==> src/rtl/phase_ctrl_pkg.sv <==
// Shared types and encodings for the phase round controller.
// The sequencer phase encodings document the odd/even sequencer interface.
package phase_ctrl_pkg;

    typedef enum logic [1:0] {
        IDLE = 2'd0,
        RUN  = 2'd1,
        DONE = 2'd2
    } ctrl_state_t;

    typedef logic [1:0] phase_t;

    localparam phase_t PH_FIRST  = 2'b11;
    localparam phase_t PH_SECOND = 2'b01;
    localparam phase_t PH_THIRD  = 2'b10;

endpackage

==> src/rtl/phase_round_counter.sv <==
// Saturating round counter with synchronous clear, increment and a
// compare-to-target hit flag evaluated on the value the increment produces.
module phase_round_counter #(
    parameter int CNT_W = 8
) (
    input  logic             clk,
    input  logic             rst_n,
    input  logic             clr,
    input  logic             inc,
    input  logic [CNT_W-1:0] target,
    output logic [CNT_W-1:0] count,
    output logic             hit
);

    logic [CNT_W-1:0] count_inc;

    // Hold at all-ones instead of wrapping.
    assign count_inc = (&count) ? count : count + 1'b1;
    assign hit       = inc & (count_inc == target);

    // Count register: clear wins over increment.
    always_ff @(posedge clk or negedge rst_n) begin
        if (!rst_n) begin
            count <= '0;
        end else if (clr) begin
            count <= '0;
        end else if (inc) begin
            count <= count_inc;
        end
    end

endmodule

==> src/rtl/phase_round_ctrl.sv <==
// Runs the 3-phase sequencer for a programmed number of rounds, steering its
// pause/restart inputs and counting terminal pulses.
// Optional watchdog enabled by defining PHASE_WDOG_EN.
//
//   state | meaning
//   IDLE  | sequencer parked in FIRST, waiting for start_i
//   RUN   | sequencer free-running, terminal pulses counted
//   DONE  | single-cycle completion, done_o high
module phase_round_ctrl
    import phase_ctrl_pkg::*;
#(
    parameter int CNT_W = 8
`ifdef PHASE_WDOG_EN
    ,
    parameter int WDOG_CYCLES = 16
`endif
) (
    input  logic             clk,
    input  logic             rst_n,
    input  logic             start_i,
    input  logic [CNT_W-1:0] round_count_i,
    input  logic             stall_i,
    input  logic             abort_i,
    input  logic             terminal_i,
    output logic             pause_o,
    output logic             restart_o,
    output logic             ready_o,
    output logic             busy_o,
    output logic             done_o,
    output logic [CNT_W-1:0] rounds_done_o,
    output logic             err_o
);

    ctrl_state_t      state;
    logic [CNT_W-1:0] target;
    logic             accept;
    logic             cnt_inc;
    logic             cnt_hit;
    logic             wdog_trip;

    // Outside RUN the sequencer is both paused and held in restart, which
    // parks it in FIRST; reset forces IDLE so both rise asynchronously.
    assign pause_o   = (state != RUN) | stall_i;
    assign restart_o = (state != RUN) | abort_i;
    assign ready_o   = (state == IDLE);
    assign busy_o    = (state == RUN);

    assign accept  = (state == IDLE) & start_i;
    // A terminal in the abort cycle comes from the restart itself.
    assign cnt_inc = (state == RUN) & terminal_i & ~abort_i;

    phase_round_counter #(
        .CNT_W (CNT_W)
    ) u_round_counter (
        .clk    (clk),
        .rst_n  (rst_n),
        .clr    (accept),
        .inc    (cnt_inc),
        .target (target),
        .count  (rounds_done_o),
        .hit    (cnt_hit)
    );

    // Control FSM with registered done pulse aligned to the DONE state.
    always_ff @(posedge clk or negedge rst_n) begin
        if (!rst_n) begin
            state  <= IDLE;
            target <= '0;
            done_o <= 1'b0;
        end else begin
            done_o <= 1'b0;
            case (state)
                IDLE: begin
                    if (start_i) begin
                        if (round_count_i != '0) begin
                            target <= round_count_i;
                            state  <= RUN;
                        end else begin
                            state  <= DONE;
                            done_o <= 1'b1;
                        end
                    end
                end
                RUN: begin
                    if (abort_i) begin
                        state <= IDLE;
                    end else if (cnt_hit) begin
                        state  <= DONE;
                        done_o <= 1'b1;
                    end else if (wdog_trip) begin
                        state <= IDLE;
                    end
                end
                DONE: begin
                    state <= IDLE;
                end
                default: begin
                    state <= IDLE;
                end
            endcase
        end
    end

`ifdef PHASE_WDOG_EN
    localparam int WDOG_W = $clog2(WDOG_CYCLES + 1);

    logic [WDOG_W-1:0] wdog_cnt;
    logic              err_q;

    // Trip on the RUN cycle that would bring the idle count to WDOG_CYCLES.
    assign wdog_trip = (state == RUN) & ~terminal_i & ~stall_i
                     & (wdog_cnt == WDOG_W'(WDOG_CYCLES - 1));
    assign err_o     = err_q;

    // Cycles spent in RUN without progress; stalls are host-intended waits.
    always_ff @(posedge clk or negedge rst_n) begin
        if (!rst_n) begin
            wdog_cnt <= '0;
        end else if ((state != RUN) | terminal_i | stall_i) begin
            wdog_cnt <= '0;
        end else begin
            wdog_cnt <= wdog_cnt + 1'b1;
        end
    end

    // Sticky error, cleared only by the next accepted start.
    always_ff @(posedge clk or negedge rst_n) begin
        if (!rst_n) begin
            err_q <= 1'b0;
        end else if (accept) begin
            err_q <= 1'b0;
        end else if (wdog_trip & ~abort_i) begin
            err_q <= 1'b1;
        end
    end
`else
    assign wdog_trip = 1'b0;
    assign err_o     = 1'b0;
`endif

endmodule
==> config.mk <==
export PLATFORM = sky130hd
export DESIGN_NAME = phase_round_ctrl
export DESIGN_NICKNAME = d
export VERILOG_FILES = /design/src/rtl/phase_ctrl_pkg.sv /design/src/rtl/phase_round_counter.sv /design/src/rtl/phase_round_ctrl.sv
export SDC_FILE = /design/constraint.sdc
export NUM_CORES = 1
export LEC_CHECK = 0
export ABC_CLOCK_PERIOD_IN_PS = 5100
export BUFFER_PORTS_ARGS = -buffer_cell sky130_fd_sc_hd__buf_2
export CORE_ASPECT_RATIO = 1.25
export CORE_MARGIN = 2
export CORE_UTILIZATION = 40
export CTS_CLUSTER_SIZE = 12
export DETAILED_ROUTE_END_ITERATION = 10
export PLACE_DENSITY = 0.58
export RECOVER_POWER = 25
export SLEW_MARGIN = 30
export SYNTH_ARGS = -nofsm -noshare
export SYNTH_HDL_FRONTEND = slang
export SYNTH_SLANG_ARGS = --single-unit
==> constraint.sdc <==
create_clock -name clk -period 5.1 [get_ports clk]
set_clock_uncertainty 0.15 [all_clocks]
set_input_delay 0.51 -clock clk [delete_from_list [all_inputs] [get_ports clk]]
set_output_delay 0.51 -clock clk [all_outputs]
set_load 0.01 [all_outputs]
==> After elaboration in Yosys (flattened, before gate mapping) <==
Cells that the tools add are included.
{ "word_totals": {"word_cells": 36, "in_bits": 14, "out_inout_bits": 14, "reg_bits": 19} }
{ "classes": {"reduce_logical": 6, "n_mux": 13, "bitwise_logic": 7, "eq_ne": 5, "n_addsub": 1} }
{ "op_table": {"columns": ["cell", "count"], "rows": [
  ["2-to-1 mux 8 bit", 3],
  ["adder 8 x 1 -> 8 bit (second input constant)", 1],
  ["equality test 8 bit", 1],
  ["2-to-1 mux 2 bit", 4],
  ["AND reduction 8 bit", 1],
  ["nonzero test 8 bit", 1],
  ["bitwise AND 1 bit", 4],
  ["2-to-1 mux 1 bit", 4],
  ["one-hot mux 2 bit (2 select lines)", 1],
  ["inequality test 3 x 2 -> 1 bit (second input constant)", 1],
  ["AND reduction 3 bit", 1],
  ["equality test 2 x 1 -> 1 bit (second input constant)", 1],
  ["zero test 2 bit", 1],
  ["inequality test 2 x 1 -> 1 bit (second input constant)", 1],
  ["inequality test 2 bit (second input constant)", 1],
  ["OR 1 bit", 2],
  ["one-hot mux 1 bit (2 select lines)", 1],
  ["AND reduction 2 bit", 1],
  ["nonzero test 2 bit", 1],
  ["inverter 1 bit", 1]
]} }

==> Longest topological paths before layout <==
{ "depth": {"ltp_word": 7, "depth_mapped": 8, "depth_no_buf": 6} }

==> Hierarchy <==
A second synthesis with hierarchy kept.
{ "unflattened": {"cells_unflattened": 115, "area_unflattened_um2": 1168.6} }
{ "by_module_without_submodules": {"columns": ["module", "cells_each", "n_inst", "seq_area_each_um2", "area_each_um2"], "rows": [
  ["phase_round_counter", 79, 1, 200.2, 698.2],
  ["phase_round_ctrl", 36, 1, 275.3, 470.5]
]} }

==> Worst setup path before layout <==
No wires, ideal clock.
{ "synth_path": {"kind": "flip-flop to flip-flop", "from": "reg u_round_counter.count[0]", "to": "reg state[0]", "stages_incl_launch_ff": 9, "slack_ps": 2844, "period_less_slack_ps": 2256, "t_required_ps": 4808, "t_arrival_ps": 1964, "n_path_buf": 2, "setup_time_ps": 142, "cell_sequence": "dfrtp_1 > ha_1 > buf_4 > and3_1 > buf_6 > o32ai_1 > or4b_1 > nor4_2 > a31oi_1"} }
{ "synth_via": {"elab_chain_cells": 6, "elab_cells_between_ends": 7, "cone_classes": "add/sub: 1; eq/ne: 2; mux: 1; bitwise: 1; reduce/logical: 2"} }
{ "synth_lines": {"columns": ["element", "line", "text"], "rows": [
  ["start: declaration", "phase_round_counter.sv:11", "output logic [CNT_W-1:0] count,"],
  ["start signal: assignment", "phase_round_counter.sv:28", "count <= count_inc;"],
  ["adder 8 x 1 -> 8 bit / AND reduction 8 bit (equally long branches)", "phase_round_counter.sv:18", "assign count_inc = (&count) ? count : count + 1'b1;"],
  ["2-to-1 mux 8 bit *", "phase_round_counter.sv:18", null],
  ["equality test 8 bit *", "phase_round_counter.sv:19", "assign hit = inc & (count_inc == target);"],
  ["bitwise AND 1 bit *", "phase_round_counter.sv:19", null],
  ["inequality test 3 x 2 -> 1 bit (no source line) *", null, null],
  ["AND reduction 2 bit (no source line) *", null, null],
  ["end signal: assignment", "phase_round_ctrl.sv:67", "state <= IDLE;"],
  ["end signal: assignment", "phase_round_ctrl.sv:77", "state <= RUN;"],
  ["end signal: assignment", "phase_round_ctrl.sv:79", "state <= DONE;"],
  ["end: declaration", "phase_round_ctrl.sv:34", "ctrl_state_t state;"]
]} }
Mark *: on every way between the ends. The rest lies on a longest branch, timed or not.
A chain may end at the register's enable or synchronous reset.

==> Worst setup path in the final report <==
{ "layout_path": {"from": "reg u_round_counter.count[0]", "to": "reg done_o"} }
{ "layout_via": {"elab_chain_cells": 7, "elab_cells_between_ends": 8, "cone_classes": "add/sub: 1; eq/ne: 1; mux: 4; bitwise: 1; reduce/logical: 1"} }
{ "layout_lines": {"columns": ["element", "line", "text"], "rows": [
  ["adder 8 x 1 -> 8 bit / AND reduction 8 bit (equally long branches)", "phase_round_counter.sv:18", null],
  ["2-to-1 mux 8 bit *", "phase_round_counter.sv:18", null],
  ["equality test 8 bit *", "phase_round_counter.sv:19", null],
  ["bitwise AND 1 bit *", "phase_round_counter.sv:19", null],
  ["2-to-1 mux 1 bit *", "phase_round_ctrl.sv:87", "end else if (cnt_hit) begin"],
  ["2-to-1 mux 1 bit *", "phase_round_ctrl.sv:85", "if (abort_i) begin"],
  ["one-hot mux 1 bit (2 select lines) *", "phase_round_ctrl.sv:72", "case (state)"],
  ["end signal: assignment", "phase_round_ctrl.sv:71", "done_o <= 1'b0;"],
  ["end signal: assignment", "phase_round_ctrl.sv:80", "done_o <= 1'b1;"],
  ["end signal: assignment", "phase_round_ctrl.sv:89", "done_o <= 1'b1;"],
  ["end: declaration", "phase_round_ctrl.sv:29", "output logic done_o,"]
]} }
Marked as above.

==> impl_metrics.ini <==
[route]
drt-initial-drc-count = 76
wl_met2_um = 1770
drt-total-wl_um = 3420
dr_wl_met3_um = 176
drc = 0
dr.max_layer_used = met4
num_vias = 1187
drtAntennaViolNets = 0
via_per_inst = 6.09
met1_length_um = 1390
wl_per_cell_um = 17.5
drt_pre_antenna_iters = 4

[cts]
post_cts_buffers = 0
ctsHoldBuffers = 0
path_clk_slew_ps = 80
cts_resized = 0
root_buffer = clkbuf_8
cts-htree-levels = 1
clk_path_buf_depth = 2
worstSkewPairLatency_ps = 260
tritoncts = done
clock-sinks = 19
cts_buffers = 3

[logic_synthesis]
synth_top_area_share = 0.370
synth_top_flop_cell = dfrtp_1
ys_ff_latch = 19
syn_nets = 155
async_reset_ff_frac = 1.00
yosys.area.top_type = dfrtp_1
ys_warn_count = 0
seq_area_frac_synth = 0.370
synth_area_leaders = dfrtp_1, mux2_2, a21oi_1
synth_edf_count = 0
ys_types = 49
syn_area_per_cell_um2 = 9.18
syn_area_um2 = 1280
synth_cells = 140

[timing]
setup_viol = 0
rsz0062_at_grt = false
fmax_ghz = 0.384
fin_crit_ps = 2600
finalHoldViolations = 0
relSlewSlack = 0.306
fin_tns_setup_ps = 0
fin_crit_sh = 0.510
drv_slew = 0
worst_slew_pin_slew_ps = 1040

[pwr]
internal-power_mw = 0.281
ir_worst_vdd_v = 0.000153
pwr-share-seq = 0.467
cellLeakagePower_nw = 0.594
clock_power_share = 0.258
power_frac_comb = 0.275
p_switching_mw = 0.141
swShare = 0.333
power_density_nw_per_um2 = 294
totalPowerFinal_mw = 0.422

[worst_setup_path]
crit_path_max_incr_delay_ps = 560
r2r-start = u_round_counter.count[0]
crit_path_max_fanout = 9
path_depth = 6
cp-end-kind = flop
cp-startpoint = u_round_counter.count[0]
cp_top_family = simple AND/OR/NAND/NOR gates
reg2reg_depth = 6
cp.required_ps = 5150
critPathKind = reg2reg
cp.arrival_ps = 2650
start_kind = flop
cp.buffers_inverters = 0
cp_cell_sequence = ha_1 > and3_1 > o22ai_1 > or4b_1 > nor4_2 > a31o_1
critPathSlowestCell = or4b_1

[global_route]
grt_max_degree = 20
grt_usage = 0.204
antenna_found_initial = 0
grt.overflow.total = 0
grt_pass1_wl_um = 5380
grt_pass1_vias = 1100

[status]
status = finished clean

[final_layout]
final_nets = 174
synthToLayoutAreaGrowth_pct = 11.7
fillers = 326
drive_gt1_frac = 0.241
diodes = 0
stdcell_area_um2 = 1440

[placement]
gp_congestion = 0.918
post-dp-hpwl_um = 2440
port_buffers = 26
postPlaceCellArea_um2 = 1390

[floorplan]
die_x_um = 54.7
coreArea_um2 = 3140
start_util = 0.410
rows = 23
ios = 28
die_area_um2 = 3680
die_y_um = 67.4

[worst_hold_path]
hp-class = in2async

[run]
maxCapViolCount = 0
-- metal layers --
| layer | global-route usage | vias up |
|---|---|---|
| met3 | 0.0265 | 12 |
| li1 | - | 559 |
| met1 | 0.271 | 573 |
| met4 | 0.103 | 0 |
| met2 | 0.317 | 43 |
| met5 | 0 | - |
-- synthesized netlist by cell type (all sizes together), types with 2 or more instances --
master	number
dfrtp	19
nand2	12
a21oi	10
buf	10
nor2	8
mux2	6
nand4	5
o21ai	5
a31oi	4
xnor2	4
a211oi	3
a31o	3
inv	3
nand2b	3
nor2b	3
o221ai	3
a311oi	2
and2	2
and3	2
clkbuf	2
mux2i	2
nand3	2
nor3	2
nor4	2
o21a	2
o32ai	2
or4	2
xor2	2
-- sequential cells by signal, indices dropped and copies added, names as in the netlist --
register,cells
target,8
u_round_counter.count,8
state,2
done_o,1
-- power by group through the flow --
stage	Sequential, mW	Combinational [mW]	Clock, mW
floorplan	0.193	0.0846	0
global placement	0.198	0.115	0
detailed placement	0.200	0.116	0
CTS	0.197	0.116	0.111
global route	0.200	0.128	0.119
finish	0.197	0.116	0.109
-- through the flow --
stage / util / hold slack [ps] / cells / worst slack (ps)
final: 0.458 / 258 / 195 / 2500
after CTS: 0.458 / 50.6 / 195 / 2510
after global placement: 0.444 / 327 / 191 / 2670
after global routing: 0.458 / 331 / 195 / 2300
after detailed placement: 0.444 / 333 / 191 / 2580
after floorplan: - / 64.4 / 140 / 2840
-- cells by family after synthesis --
kind of cell,count (synthesis),synth area share
AND/OR/NAND/NOR,49,0.226
AO/OA/AOI/OAI,41,0.219
flip-flops,19,0.370
buffers and inverters,15,0.0633
multiplexers,8,0.0682
XOR/XNOR,6,0.0409
adder cells (fa/ha/maj),1,0.00974
other,1,0.00292
-- worst paths after layout --
path,slack (ps),endpoint
max,2500,done_o
min in group clk,320,target[4]
min,260,u_round_counter.count[4]
max reg2reg,2500,done_o
min reg2reg,390,target[2]
max in group asynchronous,3920,u_round_counter.count[2]
-- layout make-up --
| cell class | count | area (um2) | share of cell area |
|---|---|---|---|
| Sequential cell | 19 | 475 | 0.331 |
| Clock buffer | 4 | 45.0 | 0.0314 |
| Tap cell | 37 | 46.3 | 0.0323 |
| Timing Repair Buffer | 26 | 129 | 0.0898 |
| Multi-Input combinational cell | 106 | 728 | 0.507 |
| Inverter | 3 | 11.3 | 0.00785 |
-- placed cells by master, fill, tap and decap left out, types with 2 or more instances in the layout --
cell type / n
nor2b_1: 3
buf_2: 25
dfrtp_1: 19
o221ai_1: 3
a31o_1: 2
nand4_1: 4
or4_1: 2
nand2b_1: 3
nand3_1: 2
inv_1: 3
nand2_1: 12
clkbuf_8: 3
nor2_1: 8
o21a_1: 2
o21ai_0: 5
and3_1: 2
clkbuf_1: 2
a21oi_1: 10
nor3_1: 2
xor2_1: 2
mux2_2: 6
xnor2_1: 4
a31oi_1: 4
and2_1: 2
o32ai_1: 2
a311oi_1: 2
mux2i_1: 2
a211oi_1: 3
Power figures use the tool's default switching activity.
